**src/rtl/mc_ctrl_pkg.sv**
```systemverilog
// Shared encodings for the multi-cycle MIPS controller: opcodes, FSM states and
// the datapath mux/ALU control codes.
package mc_ctrl_pkg;

    localparam logic [5:0] OP_RTYPE = 6'b000000;
    localparam logic [5:0] OP_LW    = 6'b100011;
    localparam logic [5:0] OP_SW    = 6'b101011;
    localparam logic [5:0] OP_BEQ   = 6'b000100;
    localparam logic [5:0] OP_ADDI  = 6'b001000;
    localparam logic [5:0] OP_J     = 6'b000010;

    typedef enum logic [3:0] {
        S_RST    = 4'd0,
        S_FETCH  = 4'd1,
        S_DECODE = 4'd2,
        S_MEMADR = 4'd3,
        S_MEMRD  = 4'd4,
        S_MEMWB  = 4'd5,
        S_MEMWR  = 4'd6,
        S_EXEC   = 4'd7,
        S_RWB    = 4'd8,
        S_BRANCH = 4'd9,
        S_ADDIEX = 4'd10,
        S_ADDIWB = 4'd11,
        S_JUMP   = 4'd12
    } state_t;

    localparam logic [1:0] ALU_ADD   = 2'b00;
    localparam logic [1:0] ALU_SUB   = 2'b01;
    localparam logic [1:0] ALU_FUNCT = 2'b10;

    localparam logic [1:0] SRCB_B       = 2'b00;
    localparam logic [1:0] SRCB_FOUR    = 2'b01;
    localparam logic [1:0] SRCB_IMM     = 2'b10;
    localparam logic [1:0] SRCB_IMM_SH2 = 2'b11;

    localparam logic [1:0] PCS_ALU    = 2'b00;
    localparam logic [1:0] PCS_ALUOUT = 2'b01;
    localparam logic [1:0] PCS_JUMP   = 2'b10;

    // States that hold a memory access open until mem_ready.
    function automatic logic is_mem_wait(input state_t s);
        return (s == S_FETCH) || (s == S_MEMRD) || (s == S_MEMWR);
    endfunction

endpackage

```
**src/rtl/mem_wait_timer.sv**
```systemverilog
// Wait-cycle counter for memory states; expire flags that MEM_TIMEOUT unanswered
// cycles have already elapsed in the current state.
module mem_wait_timer #(
    parameter int MEM_TIMEOUT = 15,
    parameter int TMO_W       = 8
) (
    input  logic clk,
    input  logic rst_n,
    input  logic clear,
    input  logic enable,
    output logic expire
);

    logic [TMO_W-1:0] count;

    always_ff @(posedge clk or negedge rst_n) begin
        if (!rst_n) begin
            count <= '0;
        end else if (clear) begin
            count <= '0;
        end else if (enable) begin
            count <= count + TMO_W'(1);
        end
    end

    assign expire = (count == TMO_W'(MEM_TIMEOUT));

endmodule

```
**src/rtl/multicycle_ctrl.sv**
```systemverilog
// Multi-cycle MIPS sequencer: one state per clock, memory states wait on
// mem_ready and are abandoned by a watchdog when the memory never answers.
module multicycle_ctrl
    import mc_ctrl_pkg::*;
#(
    parameter int MEM_TIMEOUT = 15,
    parameter int TMO_W       = 8
) (
    input  logic       clk,
    input  logic       rst_n,
    input  logic [5:0] opcode,
    input  logic       mem_ready,
    output logic       pc_write,
    output logic       pc_write_cond,
    output logic       i_or_d,
    output logic       mem_read,
    output logic       mem_write,
    output logic       ir_write,
    output logic       mem_to_reg,
    output logic       reg_dst,
    output logic       reg_write,
    output logic       alu_src_a,
    output logic [1:0] alu_src_b,
    output logic [1:0] alu_op,
    output logic [1:0] pc_source,
    output logic       instr_done,
    output logic       illegal_op,
    output logic       mem_err,
    output logic [3:0] state_o
);

    state_t state;
    state_t next_state;
    logic   wait_state;
    logic   expire;
    logic   timeout;
    logic   tmr_clear;
    logic   tmr_enable;

    always_ff @(posedge clk or negedge rst_n) begin
        if (!rst_n) begin
            state <= S_RST;
        end else begin
            state <= next_state;
        end
    end

    // A completed access always beats the watchdog in the same cycle.
    assign wait_state = is_mem_wait(state);
    assign timeout    = wait_state && expire && !mem_ready;
    assign tmr_enable = wait_state && !mem_ready;
    assign tmr_clear  = !wait_state || (next_state != state) || timeout;

    mem_wait_timer #(
        .MEM_TIMEOUT (MEM_TIMEOUT),
        .TMO_W       (TMO_W)
    ) u_wait_timer (
        .clk    (clk),
        .rst_n  (rst_n),
        .clear  (tmr_clear),
        .enable (tmr_enable),
        .expire (expire)
    );

    always_comb begin
        next_state    = state;
        pc_write      = 1'b0;
        pc_write_cond = 1'b0;
        i_or_d        = 1'b0;
        mem_read      = 1'b0;
        mem_write     = 1'b0;
        ir_write      = 1'b0;
        mem_to_reg    = 1'b0;
        reg_dst       = 1'b0;
        reg_write     = 1'b0;
        alu_src_a     = 1'b0;
        alu_src_b     = SRCB_B;
        alu_op        = ALU_ADD;
        pc_source     = PCS_ALU;
        instr_done    = 1'b0;
        illegal_op    = 1'b0;
        mem_err       = 1'b0;

        case (state)
            S_RST: next_state = S_FETCH;
            S_FETCH: begin
                mem_read  = 1'b1;
                alu_src_b = SRCB_FOUR;
                ir_write  = mem_ready;
                pc_write  = mem_ready;
                if (mem_ready) begin
                    next_state = S_DECODE;
                end else if (timeout) begin
                    mem_err = 1'b1;
                end
            end
            S_DECODE: begin
                alu_src_b = SRCB_IMM_SH2;
                case (opcode)
                    OP_LW, OP_SW: next_state = S_MEMADR;
                    OP_RTYPE:     next_state = S_EXEC;
                    OP_BEQ:       next_state = S_BRANCH;
                    OP_ADDI:      next_state = S_ADDIEX;
                    OP_J:         next_state = S_JUMP;
                    default: begin
                        illegal_op = 1'b1;
                        next_state = S_FETCH;
                    end
                endcase
            end
            S_MEMADR: begin
                alu_src_a  = 1'b1;
                alu_src_b  = SRCB_IMM;
                next_state = (opcode == OP_LW) ? S_MEMRD : S_MEMWR;
            end
            S_MEMRD: begin
                mem_read = 1'b1;
                i_or_d   = 1'b1;
                if (mem_ready) begin
                    next_state = S_MEMWB;
                end else if (timeout) begin
                    mem_err    = 1'b1;
                    next_state = S_FETCH;
                end
            end
            S_MEMWB: begin
                mem_to_reg = 1'b1;
                reg_write  = 1'b1;
                instr_done = 1'b1;
                next_state = S_FETCH;
            end
            S_MEMWR: begin
                mem_write = 1'b1;
                i_or_d    = 1'b1;
                if (mem_ready) begin
                    instr_done = 1'b1;
                    next_state = S_FETCH;
                end else if (timeout) begin
                    mem_err    = 1'b1;
                    next_state = S_FETCH;
                end
            end
            S_EXEC: begin
                alu_src_a  = 1'b1;
                alu_op     = ALU_FUNCT;
                next_state = S_RWB;
            end
            S_RWB: begin
                reg_dst    = 1'b1;
                reg_write  = 1'b1;
                instr_done = 1'b1;
                next_state = S_FETCH;
            end
            S_BRANCH: begin
                alu_src_a     = 1'b1;
                alu_op        = ALU_SUB;
                pc_write_cond = 1'b1;
                pc_source     = PCS_ALUOUT;
                instr_done    = 1'b1;
                next_state    = S_FETCH;
            end
            S_ADDIEX: begin
                alu_src_a  = 1'b1;
                alu_src_b  = SRCB_IMM;
                next_state = S_ADDIWB;
            end
            S_ADDIWB: begin
                reg_write  = 1'b1;
                instr_done = 1'b1;
                next_state = S_FETCH;
            end
            S_JUMP: begin
                pc_write   = 1'b1;
                pc_source  = PCS_JUMP;
                instr_done = 1'b1;
                next_state = S_FETCH;
            end
            default: next_state = S_RST;
        endcase
    end

    assign state_o = state;

endmodule

```
**config.mk**
```make
export PLATFORM = sky130hd
export DESIGN_NAME = multicycle_ctrl
export DESIGN_NICKNAME = d
export VERILOG_FILES = /design/src/rtl/mc_ctrl_pkg.sv /design/src/rtl/mem_wait_timer.sv /design/src/rtl/multicycle_ctrl.sv
export SDC_FILE = /design/constraint.sdc
export NUM_CORES = 1
export LEC_CHECK = 0
export BUFFER_PORTS_ARGS = -buffer_cell sky130_fd_sc_hd__clkbuf_2
export CORE_ASPECT_RATIO = 1.4
export CORE_MARGIN = 2
export CORE_UTILIZATION = 30
export CTS_CLUSTER_SIZE = 25
export DETAILED_ROUTE_END_ITERATION = 7
export GPL_TIMING_DRIVEN = 0
export PLACE_DENSITY = 0.51
export SYNTH_ARGS = -nofsm -noshare
export SYNTH_HDL_FRONTEND = slang
export SYNTH_SLANG_ARGS = --single-unit
```
**constraint.sdc**
```tcl
create_clock -name clk -period 5.6 [get_ports clk]
set_input_delay 0.84 -clock clk [delete_from_list [all_inputs] [get_ports clk]]
set_output_delay 0.84 -clock clk [all_outputs]
set_load 0.05 [all_outputs]
```
## Word-level counts from Yosys, hierarchy flattened

Index checks and enable logic that the tools add are counted.

| storage, ports and cells | value |
|---|---|
| flip-flop bits (word level) | 12 |
| input bits | 9 |
| output and inout port bits | 23 |
| logic and storage cells | 73 |

| cells by class | value |
|---|---|
| add/subtract/negate cells | 1 |
| equal/unequal tests | 19 |
| multiplexer cells | 29 |
| reductions and logical operators | 22 |

Operator list:

| kind | count |
|---|---|
| 4-bit one-hot mux with 8 select lines | 1 |
| 4-bit equality test, second input constant | 5 |
| 4-bit one-hot mux with 5 select lines | 1 |
| 4-bit by 3-bit equality test with 1-bit output, second input constant | 4 |
| 4-bit two-way mux | 4 |
| 8-bit two-way mux | 2 |
| 1-bit two-way mux | 15 |
| 6-bit equality test, second input constant | 2 |
| 6-bit OR reduction | 2 |
| 8-bit by 1-bit adder with 8-bit output, second input constant | 1 |
| 4-bit by 2-bit equality test with 1-bit output, second input constant | 2 |
| 8-bit by 4-bit equality test with 1-bit output, second input constant | 1 |
| 2-bit one-hot mux with 2 select lines | 2 |
| 2-bit OR reduction | 4 |
| 6-bit by 2-bit equality test with 1-bit output, second input constant | 1 |
| 6-bit by 3-bit equality test with 1-bit output, second input constant | 1 |
| 6-bit by 4-bit equality test with 1-bit output, second input constant | 1 |
| 6-bit zero test | 1 |
| 2-bit one-hot mux with 3 select lines | 1 |
| 3-bit OR reduction | 2 |
| 5-bit OR reduction | 1 |
| 4-bit by 1-bit equality test with 1-bit output, second input constant | 1 |
| 4-bit zero test | 1 |
| 1-bit logical OR | 4 |
| 7 further kinds | 11 |

## Depth between registers and ports, before layout

Gate-level depths: netlist of run 1.

| logic depth | value |
|---|---|
| depth after elaboration | 12 |
| mapped depth | 6 |
| gate-level depth less buffers | 5 |

## Modules after synthesis

From an unflattened synthesis of run 1, not the netlist that was laid out.

| unflattened totals | value |
|---|---|
| cells, all modules | 129 |
| area, all modules | 1,018.5 um2 |

Modules (own cells, without submodules):

| module | instances | cells an instance | area each (um2) | seq. area each (um2) |
|---|---|---|---|---|
| multicycle_ctrl | 1 | 90 | 624.3 | 100.1 |
| mem_wait_timer | 1 | 39 | 394.1 | 200.2 |

## Least setup slack after synthesis of run 1

No wires, ideal clock.

| path | value |
|---|---|
| kind | register -> output |
| start | reg state[3], in the netlist state_o[3] |
| end | out pc_write |
| data arrival time | 2,522 ps |
| data required time | 4,760 ps |
| setup slack | 2,238 ps |
| cell stages (with the launch flop) | 6 |
| buffers on the path | 2 |
| cells stage by stage | dfrtp_1 -> buf_6 -> or4b_4 -> buf_6 -> nor2_1 -> or2_2 |

| on the way | value |
|---|---|
| word-level cells in the longest chain between the ends | 2 |
| elaborated cells between the ends (all ways) | 3 |
| classes of those cells | eq/ne (2); mux (1) |

RTL lines:

| item | line | text |
|---|---|---|
| from (decl) | multicycle_ctrl.sv:32 | `state_t state;` |
| from (signal assigned) | multicycle_ctrl.sv:44 | `state <= next_state;` |
| 4-bit equality test or 4-bit by 1-bit equality test with 1-bit output (tied branches) | multicycle_ctrl.sv:84 | `case (state)` |
| 1-bit one-hot mux with 2 select lines * | multicycle_ctrl.sv:84 |  |
| to (decl) | multicycle_ctrl.sv:13 | `output logic pc_write,` |

Every way passes the cells marked *; elsewhere a longest branch is shown, timed or not.

## Final worst setup path of run 1

| path | value |
|---|---|
| start | reg state[2], in the netlist state_o[2] |
| end | out mem_err |

| on the way | value |
|---|---|
| word-level cells in the longest chain between the ends | 8 |
| elaborated cells between the ends (all ways) | 11 |
| classes of those cells | eq/ne (3); mux (3); reduce/logical (5) |

RTL lines:

| item | line | text |
|---|---|---|
| 4-bit by 1-bit equality test with 1-bit output or 4-bit by 3-bit equality test with 1-bit output (tied branches) | mc_ctrl_pkg.sv:43, multicycle_ctrl.sv:84 |  |
| 1-bit logical OR (2 in series) | mc_ctrl_pkg.sv:43 | `return (s == S_FETCH) \|\| (s == S_MEMRD) \|\| (s == S_MEMWR);` |
| 1-bit logical AND (2 in series) | multicycle_ctrl.sv:50 | `assign timeout = wait_state && expire && !mem_ready;` |
| 1-bit two-way mux | multicycle_ctrl.sv:93, multicycle_ctrl.sv:121, multicycle_ctrl.sv:138 |  |
| 1-bit two-way mux | multicycle_ctrl.sv:119 | `if (mem_ready) begin` |
| 1-bit two-way mux * | - |  |
| to (decl) | multicycle_ctrl.sv:28 | `output logic mem_err,` |

Marked as above.

==> results.py, run 1 <==
metrics = {
    "synth": {
        "synth_commonest_cells": "a21oi_1, dfrtp_1, nor2_1, nor3_1, nand2_1",
        "yosys.area.top_type": "dfrtp_1",
        "syn_avg_cell_area_sq_um": 8.045,
        "synth-main-ff-cell": "dfrtp_1",
        "syn-cell-area_sq_mm": 0.001086,
        "synth_edf_count": 0,
        "async_reset_ff_share_pct": 100.0,
        "synth_cells": 135,
        "netlist.area_leader.share_pct": 27.65,
        "syn-num-nets": 145,
        "ys_ff_latch": 12,
        "synth_cell_type_count": 38,
        "netlist_top_cells_area": "dfrtp_1, a21oi_1, xnor2_1",
        "seq_area_frac_synth_pct": 27.65,
        "synth_most_common_cell": "a21oi_1",
        "synth_warnings": 0,
    },
    "final_layout": {
        "drive_above_1_share_pct": 27.22,
        "stdcell_area_sq_mm": 0.001333,
        "multi_input_comb_area_sq_um": 701.9,
        "fillers": 371,
        "n_antenna_cell": 0,
        "nNetsFinal": 181,
        "area.growth.synth_to_final_pct": 22.70,
        "ff_latch_area_sq_um": 300.3,
        "final_core_util_pct": 39.08,
    },
    "grt": {
        "grt-ovfl-total": 0,
        "grt_pass1_wl_microns": 4767,
        "first_global_vias": 1025,
        "grt_max_degree": 13,
        "antenna_found_initial": 0,
        "grtUsageTotal_pct": 15.86,
    },
    "drt": {
        "finalWirelength_microns": 2934,
        "route.detailed.drc": 0,
        "viasPerCell": 5.526,
        "num_vias": 1155,
        "wire_per_inst_microns": 14.04,
        "drt_first_pass_iters": 4,
        "ant_nets": 0,
        "drtIter0Drc": 28,
    },
    "timing": {
        "hold_viol": 0,
        "rsz0062_at_grt": "no",
        "worst_slew_pin_slew_ps": 592.9,
        "setup_viol": 0,
        "fmax_mhz": 319.2,
        "tns_ps": 0,
        "slew_headroom_pct": 60.20,
        "fin_crit_ps": 3133,
        "clock_skew_ps": 1.390,
        "period_share_pct": 55.95,
        "hold_slack_ps": 484.3,
        "drv_slew": 0,
    },
    "critical_path": {
        "path_buf_inv": 3,
        "cp.arrival_ps": 2290,
        "cp-end-kind": "output pin",
        "ff2ff_setup_slack_ps": 3590,
        "slowest_delay_ps": 370,
        "critPathKind": "reg -> out",
        "crit_family": "buffers and inverters",
        "required_ps": 4760,
        "crit_path_start_kind": "flop",
        "cp_max_fo": 10,
        "worstPathCellList": "buf_2, or3b_1, clkbuf_1, a21oi_1, nor2b_1, clkbuf_2",
        "cp_slowest_cell": "dfrtp_1",
    },
    "placed_design": {
        "hpwl_microns": 2262,
        "numPortBuffers": 31,
        "place_congestion": 0.8294,
        "dpl_cell_area_sq_mm": 0.001291,
    },
    "clocking": {
        "cts-resized-gates": 0,
        "cts_tree": "yes",
        "cts_buffer_depth": 2,
        "cts_root_buffer": "clkbuf_8",
        "cts_setup_buffers": 0,
        "cts.sinks": 12,
        "cts-hold-fix-buffers": 0,
        "cts_buffers": 3,
        "path_clk_slew_ps": 50,
        "htree_levels": 1,
        "insertion_delay_ps": 240,
    },
    "die": {
        "start_util_pct": 31.85,
        "row_count": 25,
        "die_w_microns": 54.85,
        "die_h_microns": 75.19,
        "core_sq_mm": 0.003410,
        "dieArea_sq_mm": 0.004124,
        "ios": 32,
    },
    "pwr": {
        "peakVddDrop_v": 0.0003344,
        "pwr_density_cell_mw_per_mm2": 537.7,
        "swShare_pct": 60.26,
        "p_switching_w": 0.0004318,
        "leakage_nw": 0.5606,
        "clkPwrFrac_pct": 10.8,
        "pwr-share-seq_pct": 16.3,
        "comb_power_share_pct": 72.9,
        "p_int_w": 0.0002848,
    },
    "status": {
        "status": "finished clean",
    },
    "hold_path": {
        "hold_path_class": "in -> async",
    },
    "run": {
        "maxCapViolations": 0,
    },
}
-- per-stage QoR --
step	setup slack [ps]	cells	power (W)
2_1_floorplan	2238	135	0.0005265
3_3_place_gp	2521	206	0.0006376
3_5_place_dp	2532	206	0.0006405
4_1_cts	2449	209	0.0007203
5_1_grt	2293	209	0.0007680
6_report	2467	209	0.0007166
-- power groups by stage --
stage / clock, W / combinational (W) / sequential [W]
floorplan: 0 / 0.000376 / 0.000151
global placement: 0 / 0.000520 / 0.000118
detailed placement: 0 / 0.000522 / 0.000118
CTS: 0.0000794 / 0.000524 / 0.000117
global route: 0.0000855 / 0.000563 / 0.000119
finish: 0.0000775 / 0.000522 / 0.000117
-- per-layer routing --
layer  global-route usage, %  wire, microns
met1                   20.93           1281
met2                   26.06           1479
met3                   2.976            141
met4                   4.167             31
met5                       0              0
-- worst paths after layout --
kind                                       startpoint  cells after the start               endpoint
worst max register to register             state_o[2]                      6  u_wait_timer.count[3]
min in group clk                u_wait_timer.count[7]                      2  u_wait_timer.count[7]
worst min-delay path                            rst_n                      1  u_wait_timer.count[7]
max in group asynchronous                       rst_n                      1  u_wait_timer.count[0]
worst min register to register  u_wait_timer.count[7]                      2  u_wait_timer.count[7]
worst max-delay path                       state_o[2]                      6                mem_err
-- kinds of logic (layout without fill, tap and decap cells) --
| group | after synthesis | in the layout | share of synthesized area, % |
|---|---|---|---|
| AOI/OAI and AO/OA | 36 | 36 | 23.73 |
| DFF | 12 | 12 | 27.65 |
| and+or+nand+nor | 59 | 59 | 30.65 |
| xor gates and xnor gates | 9 | 9 | 7.258 |
| buffers and inverters | 16 | 50 | 7.718 |
| muxes | 2 | 2 | 1.843 |
| adders and majority gates | 1 | 1 | 1.152 |
-- cell type report --
type | count | area share (%)
sequential | 12 | 22.54
multi-input combinational | 107 | 52.68
tap | 40 | 3.756
inverter | 4 | 1.127
timing repair buffer | 31 | 11.64
clock buffer | 3 | 3.099
buffer | 12 | 5.164
-- worst reg2reg max path: cells and delay by family (launching register included) --
kind	cells	cell delay, ps
buf+inv	2	490
compound gates	2	430
simple gates	2	620
flops	1	370
-- sequential cells by signal (all words and copies together) (netlist names) --
register,count
state_o,4
u_wait_timer.count,8
-- cell usage in the layout, fill, tap and decap left out, types with 3 or more instances in the layout --
master | netlist | final
a21oi_1 | 14 | 14
clkbuf_1 | 7 | 7
clkbuf_2 | 0 | 31
clkbuf_8 | 0 | 3
dfrtp_1 | 12 | 12
inv_1 | 4 | 4
nand2_1 | 9 | 9
nand2b_1 | 7 | 7
nand3_1 | 3 | 3
nand4b_1 | 3 | 3
nor2_1 | 11 | 11
nor3_1 | 11 | 11
o21ai_0 | 7 | 7
o22ai_1 | 3 | 3
xnor2_1 | 7 | 7
No activity file was read; power rests on OpenSTA's default activity.
==> run 2: changes to the inputs <==
--- a/config.mk
+++ b/config.mk
@@ -12,7 +12,7 @@
 export CTS_CLUSTER_SIZE = 25
 export DETAILED_ROUTE_END_ITERATION = 7
 export GPL_TIMING_DRIVEN = 0
-export PLACE_DENSITY = 0.51
+export PLACE_DENSITY = 0.53
 export SYNTH_ARGS = -nofsm -noshare
 export SYNTH_HDL_FRONTEND = slang
 export SYNTH_SLANG_ARGS = --single-unit
==> constraint.sdc (replaced) <==
create_clock -name clk -period 2.5 [get_ports clk]
set_input_delay 0.375 -clock clk [delete_from_list [all_inputs] [get_ports clk]]
set_output_delay 0.375 -clock clk [all_outputs]
set_load 0.05 [all_outputs]
==> results.py, run 2 (synthesis results as in run 1) <==
metrics = {
    "timing": {
        "clock_skew_ps": 3.177,
        "hold_viol": 0,
        "fmax_mhz": 410.0,
        "worst_slew_pin_slew_ps": 651.1,
        "tns_ps": 0,
        "rsz0062_at_grt": "no",
        "slew_headroom_pct": 56.30,
        "setup_viol": 0,
        "fin_crit_ps": 2439,
        "period_share_pct": 97.56,
        "drv_slew": 0,
    },
    "clocking": {
        "htree_levels": 1,
        "insertion_delay_ps": 240,
        "cts_tree": "yes",
        "cts_root_buffer": "clkbuf_8",
        "path_clk_slew_ps": 50,
        "cts_buffers": 3,
        "cts_buffer_depth": 2,
        "cts_setup_buffers": 0,
        "cts.sinks": 12,
    },
    "die": {
        "core_sq_mm": 0.003410,
        "die_w_microns": 54.85,
        "start_util_pct": 31.85,
        "row_count": 25,
        "die_h_microns": 75.19,
        "dieArea_sq_mm": 0.004124,
        "ios": 32,
    },
    "placed_design": {
        "hpwl_microns": 2226,
        "place_congestion": 0.8088,
        "numPortBuffers": 31,
    },
    "pwr": {
        "pwr_density_cell_mw_per_mm2": 1215,
        "leakage_nw": 0.5754,
        "total_power_w": 0.001661,
        "peakVddDrop_v": 0.0007493,
    },
    "grt": {
        "grt-ovfl-total": 0,
        "grt_max_degree": 13,
        "grtUsageTotal_pct": 15.23,
        "grt_pass1_wl_microns": 4609,
        "antenna_found_initial": 0,
        "first_global_vias": 1019,
    },
    "critical_path": {
        "cp_max_fo": 9,
        "worstPathCellList": "buf_6, or4b_4, buf_6, a21oi_2, nor2b_4, buf_4",
        "critPathKind": "reg -> out",
        "crit_family": "simple AND/OR/NAND/NOR gates",
        "required_ps": 2120,
        "slowest_delay_ps": 530,
        "path_buf_inv": 3,
        "cp_common_cell": "buf_6",
        "cp-end-kind": "output pin",
        "cp_slowest_cell": "or4b_4",
        "cp.arrival_ps": 2060,
        "crit_path_start_kind": "flop",
    },
    "final_layout": {
        "top_register": "u_wait_timer.count",
        "largest_reg_flops": 8,
        "final_core_util_pct": 40.11,
        "layout_common_cells": "clkbuf_2, a21oi_1, dfrtp_1, nor2_1, nor3_1",
        "drive_above_1_share_pct": 31.36,
        "fillers": 375,
        "final_common_cell": "clkbuf_2",
        "area.growth.synth_to_final_pct": 25.92,
        "n_antenna_cell": 0,
        "nNetsFinal": 180,
    },
    "drt": {
        "drt_first_pass_iters": 4,
        "drtIter0Drc": 36,
        "viasPerCell": 5.388,
        "ant_nets": 0,
        "wire_per_inst_microns": 13.86,
        "route.detailed.drc": 0,
        "num_vias": 1126,
        "finalWirelength_microns": 2897,
    },
    "status": {
        "status": "finished clean",
    },
    "hold_path": {
        "hold_path_class": "in -> async",
    },
    "run": {
        "maxCapViolations": 0,
    },
}
run 2: area by class of cell:
| class | count | area, sq um | share of cell area, % |
|---|---|---|---|
| Multi-Input combinational cell | 107 | 723.2 | 52.88 |
| Sequential cell | 12 | 300.3 | 21.96 |
| Timing Repair Buffer | 31 | 157.7 | 11.53 |
| Buffer | 11 | 66.31 | 4.849 |
| Clock buffer | 4 | 55.05 | 4.026 |
| Tap cell | 40 | 50.05 | 3.660 |
| Inverter | 4 | 15.01 | 1.098 |
run 2: routing by layer:
layer	track usage (%)	wire, microns	up-vias
met5	0	0	-
li1	-	-	552
met4	3.333	30	0
met1	19.09	1237	537
met3	3.770	132	4
met2	25.79	1497	33
run 2: timing repair:
| item | CTS | global route |
|---|---|---|
| pin swaps | 0 | 0 |
| hold buffers | 0 | 0 |
| gates resized for setup | 3 | 3 |
| endpoints found under the setup margin | 1 | 2 |
run 2: stage by stage:
step / setup slack, ps / hold WS [ps] / instance area [sq um] / std cells
after floorplan: -193.3 / 79.41 / 1101 / 135
after global placement: 88.99 / 275.8 / 1306 / 206
after detailed placement: 102.9 / 282.3 / 1306 / 206
after CTS: 13.64 / 20.15 / 1366 / 209
after global routing: 12.41 / 27.99 / 1368 / 209
final: 61.01 / 12.26 / 1368 / 209
run 2: worst paths after layout:
path,from,slack (ps),end,cells past startpoint
hold reg to reg,u_wait_timer.count[2],580,u_wait_timer.count[2],2
setup reg to reg,state_o[3],550,u_wait_timer.count[7],6
hold / removal,rst_n,10,u_wait_timer.count[4],1
setup / recovery,state_o[3],60,mem_err,6
max in group asynchronous,rst_n,2250,state_o[1],1
min in group clk,opcode[4],500,state_o[3],4
run 2: where the power goes:
group / internal (W) / total [W] / switching [W] / leakage, nW
sequential: 0.000227 / 0.000263 / 0.0000365 / 0.161
combinational: 0.000318 / 0.00119 / 0.000868 / 0.385
clock: 0.000139 / 0.000212 / 0.0000723 / 0.0288
total: 0.000684 / 0.00166 / 0.000977 / 0.575
==> run 3: changes to the inputs <==
--- a/config.mk
+++ b/config.mk
@@ -13,6 +13,7 @@
 export DETAILED_ROUTE_END_ITERATION = 7
 export GPL_TIMING_DRIVEN = 0
 export PLACE_DENSITY = 0.53
+export SETUP_SLACK_MARGIN = 0.4
 export SYNTH_ARGS = -nofsm -noshare
 export SYNTH_HDL_FRONTEND = slang
 export SYNTH_SLANG_ARGS = --single-unit
==> results.py, run 3 (synthesis results as in run 1) <==
metrics = {
    "drt": {
        "num_vias": 1147,
        "viasPerCell": 5.335,
        "drt_first_pass_iters": 4,
        "wire_per_inst_microns": 14.60,
        "ant_nets": 0,
        "finalWirelength_microns": 3140,
        "route.detailed.drc": 0,
        "drtIter0Drc": 27,
    },
    "clocking": {
        "cts_buffer_depth": 2,
        "cts.sinks": 12,
        "path_clk_slew_ps": 60,
        "htree_levels": 1,
        "cts_buffers": 3,
        "cts_root_buffer": "clkbuf_8",
        "insertion_delay_ps": 240,
        "cts-hold-fix-buffers": 0,
        "cts_tree": "yes",
    },
    "timing": {
        "fin_crit_ps": 2271,
        "drv_slew": 0,
        "period_share_pct": 90.85,
        "rsz0062_at_grt": "yes",
        "worst_slew_pin_slew_ps": 632.8,
        "fmax_mhz": 440.3,
        "slew_headroom_pct": 57.53,
        "clock_skew_ps": 0.9036,
        "tns_ps": 0,
        "hold_viol": 0,
        "setup_viol": 0,
    },
    "final_layout": {
        "final_common_cell": "clkbuf_2",
        "n_antenna_cell": 0,
        "fin_cells": 215,
        "largest_reg_flops": 8,
        "area.growth.synth_to_final_pct": 49.88,
        "multi_input_comb_area_sq_um": 823.3,
        "ff_latch_area_sq_um": 305.3,
        "nNetsFinal": 186,
        "drive_above_1_share_pct": 44.57,
        "layout_common_cells": "clkbuf_2, buf_4, a21oi_1",
        "fillers": 354,
        "top_register": "u_wait_timer.count",
    },
    "status": {
        "status": "finished clean",
    },
    "critical_path": {
        "required_ps": 2120,
        "cp_max_fo": 3,
        "slowest_delay_ps": 520,
        "worstPathCellList": "buf_6, or4b_4, buf_12, a21oi_4, nor2b_4, buf_8",
        "cp.arrival_ps": 1900,
        "cp-end-kind": "output pin",
        "crit_path_start_kind": "flop",
        "cp_slowest_cell": "or4b_4",
        "critPathKind": "reg -> out",
    },
    "die": {
        "row_count": 25,
        "dieArea_sq_mm": 0.004124,
        "start_util_pct": 31.85,
        "die_h_microns": 75.19,
        "ios": 32,
        "core_sq_mm": 0.003410,
        "die_w_microns": 54.85,
    },
    "grt": {
        "grtUsageTotal_pct": 17.09,
        "first_global_vias": 1104,
        "grt_max_degree": 13,
        "antenna_found_initial": 0,
        "grt-ovfl-total": 0,
        "grt_pass1_wl_microns": 5188,
    },
    "hold_path": {
        "hold_path_class": "in -> async",
    },
    "pwr": {
        "swShare_pct": 54.83,
        "pwr-share-seq_pct": 13.5,
        "p_switching_w": 0.001084,
        "leakage_nw": 0.6626,
        "comb_power_share_pct": 75.6,
        "peakVddDrop_v": 0.0007220,
        "pwr_density_cell_mw_per_mm2": 1214,
        "p_int_w": 0.0008929,
        "clkPwrFrac_pct": 10.9,
    },
    "placed_design": {
        "place_congestion": 0.7606,
        "dp.cells": 206,
        "hpwl_microns": 2383,
        "numPortBuffers": 31,
    },
    "run": {
        "maxCapViolations": 0,
    },
}
## run 3: layout make-up
| class | count | share of cell area, % |
|---|---|---|
| Buffer | 12 | 6.072 |
| Multi-Input combinational cell | 107 | 50.58 |
| Timing Repair Buffer | 36 | 17.22 |
| Sequential cell | 12 | 18.75 |
| Clock buffer | 4 | 3.382 |
| Tap cell | 40 | 3.075 |
| Inverter | 4 | 0.9224 |
## run 3: power by group through the flow
stage,Clock (W),Sequential (W),Combinational [W]
5_1_grt,0.000231,0.000275,0.00160
3_3_place_gp,0,0.000269,0.00130
3_5_place_dp,0,0.000270,0.00131
6_report,0.000215,0.000268,0.00149
4_1_cts,0.000221,0.000268,0.00146
2_1_floorplan,0,0.000343,0.000985
## run 3: routing by layer
metal | up-vias | global-route usage [%] | wire length (microns)
li1 | 569 | - | -
met1 | 555 | 20.05 | 1230
met2 | 21 | 31.48 | 1802
met3 | 2 | 1.190 | 79
met4 | 0 | 5.833 | 27
met5 | - | 0 | 0
## run 3: worst paths after layout
check,endpoint,from,cells past startpoint,slack (ps)
setup / recovery,mem_err,state_o[3],6,230
hold / removal,u_wait_timer.count[3],rst_n,1,20
setup reg to reg,u_wait_timer.count[7],state_o[3],7,470
hold reg to reg,u_wait_timer.count[7],u_wait_timer.count[7],2,570
max in group asynchronous,state_o[2],rst_n,1,2220
min in group clk,state_o[3],opcode[4],4,510
## run 3: worst max-delay path, delay by kind of cell (launching register included)
family	cells	cell delay [ps]
simple gates	2	700
buf+inv	3	420
flops	1	400
compound gates	1	120
## run 3: through the flow
stage	hold WS, ps	instance area [sq um]	setup slack, ps	util, %	total power (W)
3_5_place_dp	287.1	1404	226.9	41.17	0.001578
5_1_grt	43.10	1628	169.1	47.74	0.002109
2_1_floorplan	79.41	1199	218.6	-	0.001328
3_3_place_gp	280.2	1404	211.4	41.17	0.001573
4_1_cts	31.36	1592	209.7	46.68	0.001946
6_report	19.52	1628	228.7	47.74	0.001977
## run 3: repair_timing
action                                  CTS  global route
gates cloned                              0             0
buffers inserted                          4             1
pin swaps                                 2             4
resized for setup                        27            24
endpoints found under the setup margin   15            22
